`src/rtl/e300_arty_devkit_chip.sv`:
```
// E300 Arty dev-kit chip top: reset merge and synchronizers, boot banner over
// UART TX (8N1), boot-done flag and status LEDs.
`timescale 1ns/1ps

module e300_arty_devkit_chip #(
    parameter int unsigned UART_DIV   = 579,
    parameter int unsigned BOOT_DELAY = 16,
    parameter int unsigned HB_DIV     = 100000
) (
    input  logic       cpu_clock,
    input  logic       cpu_rst_n,
    input  logic       jtag_rst_n,
    output logic       uart_tx,
    output logic       boot_done,
    output logic [3:0] led
);

    localparam int unsigned DIV_W = $clog2(UART_DIV);
    localparam int unsigned DLY_W = $clog2(BOOT_DELAY + 1);
    localparam int unsigned HB_W  = $clog2(HB_DIV);
    localparam logic [3:0]  LAST_IDX = 4'd13;
    localparam logic [3:0]  STOP_BIT = 4'd9;
    localparam logic [3:0]  LAST_DATA_BIT = 4'd8;

    typedef enum logic [1:0] {
        ST_DELAY = 2'd0,
        ST_SEND  = 2'd1,
        ST_DONE  = 2'd2
    } state_t;

    // Banner ROM: "E300 BOOT OK\r\n"
    function automatic logic [7:0] banner_byte(input logic [3:0] idx);
        case (idx)
            4'd0:    banner_byte = 8'h45;
            4'd1:    banner_byte = 8'h33;
            4'd2:    banner_byte = 8'h30;
            4'd3:    banner_byte = 8'h30;
            4'd4:    banner_byte = 8'h20;
            4'd5:    banner_byte = 8'h42;
            4'd6:    banner_byte = 8'h4F;
            4'd7:    banner_byte = 8'h4F;
            4'd8:    banner_byte = 8'h54;
            4'd9:    banner_byte = 8'h20;
            4'd10:   banner_byte = 8'h4F;
            4'd11:   banner_byte = 8'h4B;
            4'd12:   banner_byte = 8'h0D;
            4'd13:   banner_byte = 8'h0A;
            default: banner_byte = 8'h00;
        endcase
    endfunction

    logic             w_rst_n_raw;
    logic             w_rst_n_int;
    logic [7:0]       w_byte;
    logic [1:0]       r_rst_sync;
    logic [1:0]       r_jtag_sync;

    state_t           r_state;
    logic [DLY_W-1:0] r_dly;
    logic [DIV_W-1:0] r_div;
    logic [3:0]       r_bit;
    logic [3:0]       r_idx;
    logic             r_tx;
    logic             r_busy;
    logic             r_done;

    logic [HB_W-1:0]  r_hb;
    logic             r_hb_led;

    assign w_rst_n_raw = cpu_rst_n & jtag_rst_n;
    assign w_rst_n_int = r_rst_sync[1];
    assign w_byte      = banner_byte(r_idx);

    // Merged reset: asynchronous assertion, two-flop synchronized release
    always_ff @(posedge cpu_clock or negedge w_rst_n_raw) begin
        if (!w_rst_n_raw) begin
            r_rst_sync <= 2'b00;
        end else begin
            r_rst_sync <= {r_rst_sync[0], 1'b1};
        end
    end

    // JTAG-domain release indicator, reset only by jtag_rst_n
    always_ff @(posedge cpu_clock or negedge jtag_rst_n) begin
        if (!jtag_rst_n) begin
            r_jtag_sync <= 2'b00;
        end else begin
            r_jtag_sync <= {r_jtag_sync[0], 1'b1};
        end
    end

    // Boot FSM: delay, then back-to-back banner frames, then terminal done
    always_ff @(posedge cpu_clock or negedge w_rst_n_int) begin
        if (!w_rst_n_int) begin
            r_state <= ST_DELAY;
            r_dly   <= '0;
            r_div   <= '0;
            r_bit   <= '0;
            r_idx   <= '0;
            r_tx    <= 1'b1;
            r_busy  <= 1'b0;
            r_done  <= 1'b0;
        end else begin
            case (r_state)
                ST_DELAY: begin
                    if (r_dly == DLY_W'(BOOT_DELAY - 1)) begin
                        r_state <= ST_SEND;
                        r_idx   <= '0;
                        r_bit   <= '0;
                        r_div   <= '0;
                        r_tx    <= 1'b0;
                        r_busy  <= 1'b1;
                    end else begin
                        r_dly <= r_dly + DLY_W'(1);
                    end
                end
                ST_SEND: begin
                    if (r_div == DIV_W'(UART_DIV - 1)) begin
                        r_div <= '0;
                        if (r_bit == STOP_BIT) begin
                            if (r_idx == LAST_IDX) begin
                                r_state <= ST_DONE;
                                r_tx    <= 1'b1;
                                r_busy  <= 1'b0;
                                r_done  <= 1'b1;
                            end else begin
                                // Next start bit follows the stop bit directly
                                r_idx <= r_idx + 4'd1;
                                r_bit <= '0;
                                r_tx  <= 1'b0;
                            end
                        end else begin
                            // r_bit 0..7 moves onto data bit r_bit; 8 moves onto stop
                            r_bit <= r_bit + 4'd1;
                            r_tx  <= (r_bit == LAST_DATA_BIT) ? 1'b1 : w_byte[r_bit[2:0]];
                        end
                    end else begin
                        r_div <= r_div + DIV_W'(1);
                    end
                end
                ST_DONE: begin
                    r_tx   <= 1'b1;
                    r_busy <= 1'b0;
                    r_done <= 1'b1;
                end
                default: begin
                    r_state <= ST_DELAY;
                    r_tx    <= 1'b1;
                    r_busy  <= 1'b0;
                    r_done  <= 1'b0;
                end
            endcase
        end
    end

    // Heartbeat: toggle the LED every HB_DIV cycles
    always_ff @(posedge cpu_clock or negedge w_rst_n_int) begin
        if (!w_rst_n_int) begin
            r_hb     <= '0;
            r_hb_led <= 1'b0;
        end else if (r_hb == HB_W'(HB_DIV - 1)) begin
            r_hb     <= '0;
            r_hb_led <= ~r_hb_led;
        end else begin
            r_hb <= r_hb + HB_W'(1);
        end
    end

    assign uart_tx   = r_tx;
    assign boot_done = r_done;
    assign led       = {r_done, r_busy, r_jtag_sync[1], r_hb_led};

endmodule

```
`config.mk`:
```
export PLATFORM = sky130hd
export DESIGN_NAME = e300_arty_devkit_chip
export DESIGN_NICKNAME = d
export VERILOG_FILES = /design/src/rtl/e300_arty_devkit_chip.sv
export SDC_FILE = /design/constraint.sdc
export NUM_CORES = 1
export LEC_CHECK = 0
export ABC_AREA = 1
export CORE_AREA = 2 2 80 82
export CTS_CLUSTER_SIZE = 20
export DETAILED_ROUTE_END_ITERATION = 8
export DIE_AREA = 0 0 82 84
export GPL_TIMING_DRIVEN = 0
export PLACE_DENSITY = 0.66
export REMOVE_ABC_BUFFERS = 1
export SLEW_MARGIN = 20
export SYNTH_ARGS = -nofsm -noshare
export SYNTH_HDL_FRONTEND = slang
export SYNTH_SLANG_ARGS = --single-unit
```
`constraint.sdc`:
```
create_clock -name cpu_clock -period 2.1 [get_ports cpu_clock]
set_clock_uncertainty 0.2 [all_clocks]
set_input_delay 0.525 -clock cpu_clock [delete_from_list [all_inputs] [get_ports cpu_clock]]
set_output_delay 0.525 -clock cpu_clock [all_outputs]
set_load 0.01 [all_outputs]
```
; ---- Yosys cells after proc, flatten, opt, wreduce, memory -nomap -nowiden
; Memories as Yosys holds them, arrays and structs flattened.
; Cells that the tools add are included.
[totals]
regBits = 50
wordCells = 83
mem_bits_ro = 112
out_inout_bits = 6
input_bits = 3
memories = 1
[op_classes]
mux = 35
bitwise_logic = 5
reduce_logical = 10
addsub = 5
n_eq_ne = 14
n_lt_le_gt_ge = 1
[mem_list]
columns = name, words, width, rd, rd_clocked_by_memory_dff, write_ports, line
row1 = (no name shown), 16, 7, 1, 0, 0, 33  ; case (idx)
[ops]
columns = operator, count
row1 = $mux W4, 7
row2 = $mux W10, 2
row3 = $pmux W10 S2, 1
row4 = $add A17 B1 Y17 const B, 1
row5 = $eq A17 B17 Y1 const B, 1
row6 = $mux W17, 1
row7 = $pmux W4 S2, 2
row8 = $mux W1, 13
row9 = $eq A4 B4 Y1 const B, 3
row10 = $reduce_and A4 Y1, 3
row11 = $add A10 B1 Y10 const B, 1
row12 = $eq A10 B10 Y1 const B, 1
row13 = $ne A2 B2 Y1 const B, 5
row14 = $reduce_and A5 Y1, 2
row15 = $add A4 B1 Y4 const B, 2
row16 = $mux W2, 4
row17 = $pmux W2 S3, 1
row18 = $reduce_and A2 Y1, 3
row19 = $add A5 B1 Y5 const B, 1
row20 = $eq A5 B4 Y1 const B, 1
row21 = $lt A3 B4 Y1 const B, 1
row22 = $not A1 Y1, 4
row23 = $pmux W1 S2, 2
row24 = $bmux W1 S3, 1
row25 = other kinds (7), 7

; ---- Longest topological paths before layout
; An unclocked memory read counts as a cell.
[logic_depth]
depth_word = 7
ltp_mapped = 13
mapped_depth_nobuf = 13

; ---- Least setup slack after synthesis
; OpenSTA, ideal clock, no wires.
[synth_timing]
kind = reg2reg
from = register r_dly[0]
to = register r_div[9]
setup_slack_ns = 0.220
n_path_buf = 0
period_less_slack_ns = 1.880
t_arrival_ns = 1.566
required_time_ns = 1.786
setup_ns = 0.114
path_stages_with_launch = 14
path_cell_list = dfrtp_1 -> ha_1 -> nand2_1 -> nor2_1 -> ha_1 -> nor2_4 -> nor2_4 -> inv_4 -> nor2_4 -> nand3_2 -> nor2_1 -> nand2_1 -> nand2_1 -> nor2_1
[synth_between]
elab_chain_cells = 3
[synth_lines]
columns = item, line
row1 = start: declaration, 59  ; logic [DLY_W-1:0] r_dly;
row2 = start signal: assignment, 114  ; r_dly <= r_dly + DLY_W'(1);
row3 = $eq A5 B4 Y1, 106  ; if (r_dly == DLY_W'(BOOT_DELAY - 1)) begin
row4 = $ne A2 B2 Y1 (no line), -
row5 = $reduce_and A2 Y1 (no line), -
row6 = end signal: assignment, 138  ; r_div <= r_div + DIV_W'(1);
row7 = end: declaration, 60  ; logic [DIV_W-1:0] r_div;
; Every way passes these cells.
; A chain may end at the register's enable or synchronous reset.

; ---- Final worst setup path
; Ends and elaborated chain as after synthesis.

==> reports/metrics.cfg <==
[die]
die-area_um2=6890
fp.dieW_um=82
core_um2=6100
rows=29
die_h_um=84
ios=9
start_util=0.483

[yosys]
synth.avg_cell_area_um2=8.13
synth_edf_count=0
syn-cell-area_um2=2940
yosysSeqAreaShare=0.425
ys_warn_count=0
ys_types=37
ys_seq_elements=50
synthArstFlopShare=1.00
synthCells=362
synth-main-ff-cell=dfrtp_1

[drt]
routedWlPerCell_um=11.7
drt_iter0_drc=110
drt_first_pass_iters=4
ant_nets=0
drt-total-wl_um=5300
via_per_inst=5.08
vias=2306
drcViolationCount=0

[pwr]
power_switching_uw=352
combinationalPowerShare=0.013
intPower_uw=1250
powerDensity_nw_per_um2=493
switching_share=0.220
pwr-share-seq=0.611
p_clk_frac=0.377
irDropWorstVdd_mv=0.368
total_power_uw=1600
leakagePower_uw=0.00154

[critical_path]
critPathKind=flop to flop
reg2reg_from=r_dly[0]
r2r_slack_ps=120
required_ps=2100
endpoint_kind=flop
crit_fanout=6
r2r_end=r_div[9]
setup.worst_path.start_class=flop
crit_arrival_ps=1980
reg2regPathDepth=13

[sta]
fin_crit_sh=0.943
hold_viol_final=0
tightest_slew_ps=704
worst_hold_slack_ps=101
finalSetupTns_ps=0
setup_violations=0
slew_headroom=0.527
fmax_mhz=505
fin_crit_ps=1980
report.final.slew_viol_count=0
rsz0062_at_grt=true
setup_slack_ps=120

[clocking]
path_clk_slew_ps=100
root_buffer=clkbuf_8
ctsHtreeMaxLevel=2
cts_max_path_buffers=2
clock_latency_ps=310
cts_made_buffers=5
cts_tree=done
cts_sinks=50

[outcome]
status=finished clean

[place]
portBuffers=8
dp.cells=442
dp_hpwl_um=3980
dpl_worst_slack_ps=-80.7
place_congestion=0.889

[final_layout]
nets=394
layout.cells.non_filler=454
drive_gt1_frac=0.130
area_delta_synth_final_pct=10.3
antenna_cells=0

[global_routing]
antenna_found_initial=0
gr-total-overflow=0
grt_usage=0.174
grt_pass1_wl_um=9590
grt_start_max_net_pins=29
grt_pass1_vias=2213

[flow_run]
cap_violations=0

[worst_hold_path]
hold_class=flop to async pin

-- critical path: stages (launching register included) --
cell and delay, ps:
dfrtp_1 380, ha_1 170, nand2_1 50, nor2_1 100
ha_2 200, nor2_4 60, nor2_4 170, inv_4 80
nor2_4 130, nand3_2 100, nor2_1 100, nand2_1 50
nand2_1 50, nor2_1 40
-- power by group through the flow --
stage | combinational (uW) | sequential, uW | clock [uW]
final | 20.3 | 977 | 602
after global routing | 23.9 | 980 | 670
after CTS | 21.3 | 978 | 625
after detailed placement | 21.3 | 998 | 0
after global placement | 8.37 | 1000 | 0
after floorplan | 1.42 | 999 | 0
-- area by class of cell --
type                    instances  area [um^2]
clock inverters                 2         16.3
flip-flops and latches         50         1250
well taps                      77         96.3
repair buffers                 13          140
multi-input cells             255         1460
clock buffers                   6         82.6
fillers                       560         2850
inverters                      51          195
-- kinds of logic after synthesis --
| group | count (synthesis) | synth area share |
|---|---|---|
| other | 1 | 0.00127 |
| XOR/XNOR | 11 | 0.0327 |
| AND/OR/NAND/NOR | 185 | 0.303 |
| buffers and inverters | 58 | 0.0837 |
| AO/OA/AOI/OAI | 42 | 0.0905 |
| adder cells (fa/ha/maj) | 15 | 0.0637 |
| flip-flops | 50 | 0.425 |
-- worst max-delay path by stage --
stage,startpoint,end,slack (ps),cells past startpoint
finish,r_dly[0],r_div[9],120,13
global route,r_dly[1],r_div[9],-50,13
CTS,uart_tx,uart_tx,1,1
detailed placement,r_state[1],r_div[9],-80,11
global placement,r_rst_sync[1],r_bit[2],-100,0
floorplan,r_state[1],r_div[9],190,11
-- synthesized netlist by cell type, drive strengths merged, types with 2 or more instances --
master	number	area [um^2]
nand3	27	155
nand2	86	338
o21bai	2	18.8
nor4	3	31.3
xor2	9	78.8
a31oi	2	12.5
nor2	42	205
o21ai	23	141
dfrtp	49	1230
o31ai	2	15.0
a21oi	12	71.3
inv	50	190
xnor2	2	17.5
nand4	11	68.8
nor3	15	85.1
buf	7	51.3
ha	15	188
-- state kept, by name, indices dropped and copies added (netlist names) --
| register | count |
|---|---|
| r_jtag_sync | 2 |
| r_dly | 5 |
| r_rst_sync | 2 |
| r_hb | 17 |
| r_busy | 1 |
| uart_tx | 1 |
| boot_done | 1 |
| r_bit | 4 |
| r_hb_led | 1 |
| r_state | 2 |
| r_div | 10 |
| r_idx | 4 |
-- timing repair --
action                     CTS  global route
buffers inserted             0             4
hold buffers                 0             0
setup endpoints to repair   11            15
pin swaps                    1             3
resized for setup            1             5
-- layer usage --
layer	vias up	GRT usage	share of wire
li1	1189	-	-
met1	1085	0.229	0.47
met2	28	0.284	0.50
met3	4	0.0368	0.024
met4	0	0.0530	0.0092
met5	-	0	0
-- per-stage QoR --
stage	utilization	cell area [um^2]
2_1_floorplan	-	2900
3_3_place_gp	0.504	3070
3_5_place_dp	0.509	3100
4_1_cts	0.525	3200
5_1_grt	0.533	3250
6_report	0.533	3250
-- placed cells by master (no fill, tap or decap), types with 2 or more instances in the layout --
cell,n
nand3_1,23
nor2_4,6
nor2_2,3
a31oi_1,2
o21ai_2,5
conb_1,2
nor4_2,2
nand2_4,2
o31ai_1,2
dfrtp_2,2
ha_1,13
clkdlybuf4s50_1,7
o21ai_0,16
ha_2,2
nand3_2,4
inv_2,2
dfrtp_1,47
inv_1,47
buf_4,4
xor2_1,9
nor3_1,13
nor3_2,2
nor2_1,33
nand2_1,84
xnor2_1,2
clkbuf_8,6
a21oi_1,11
nand4_1,11
Note: power is estimated with default switching activity, not from simulation.
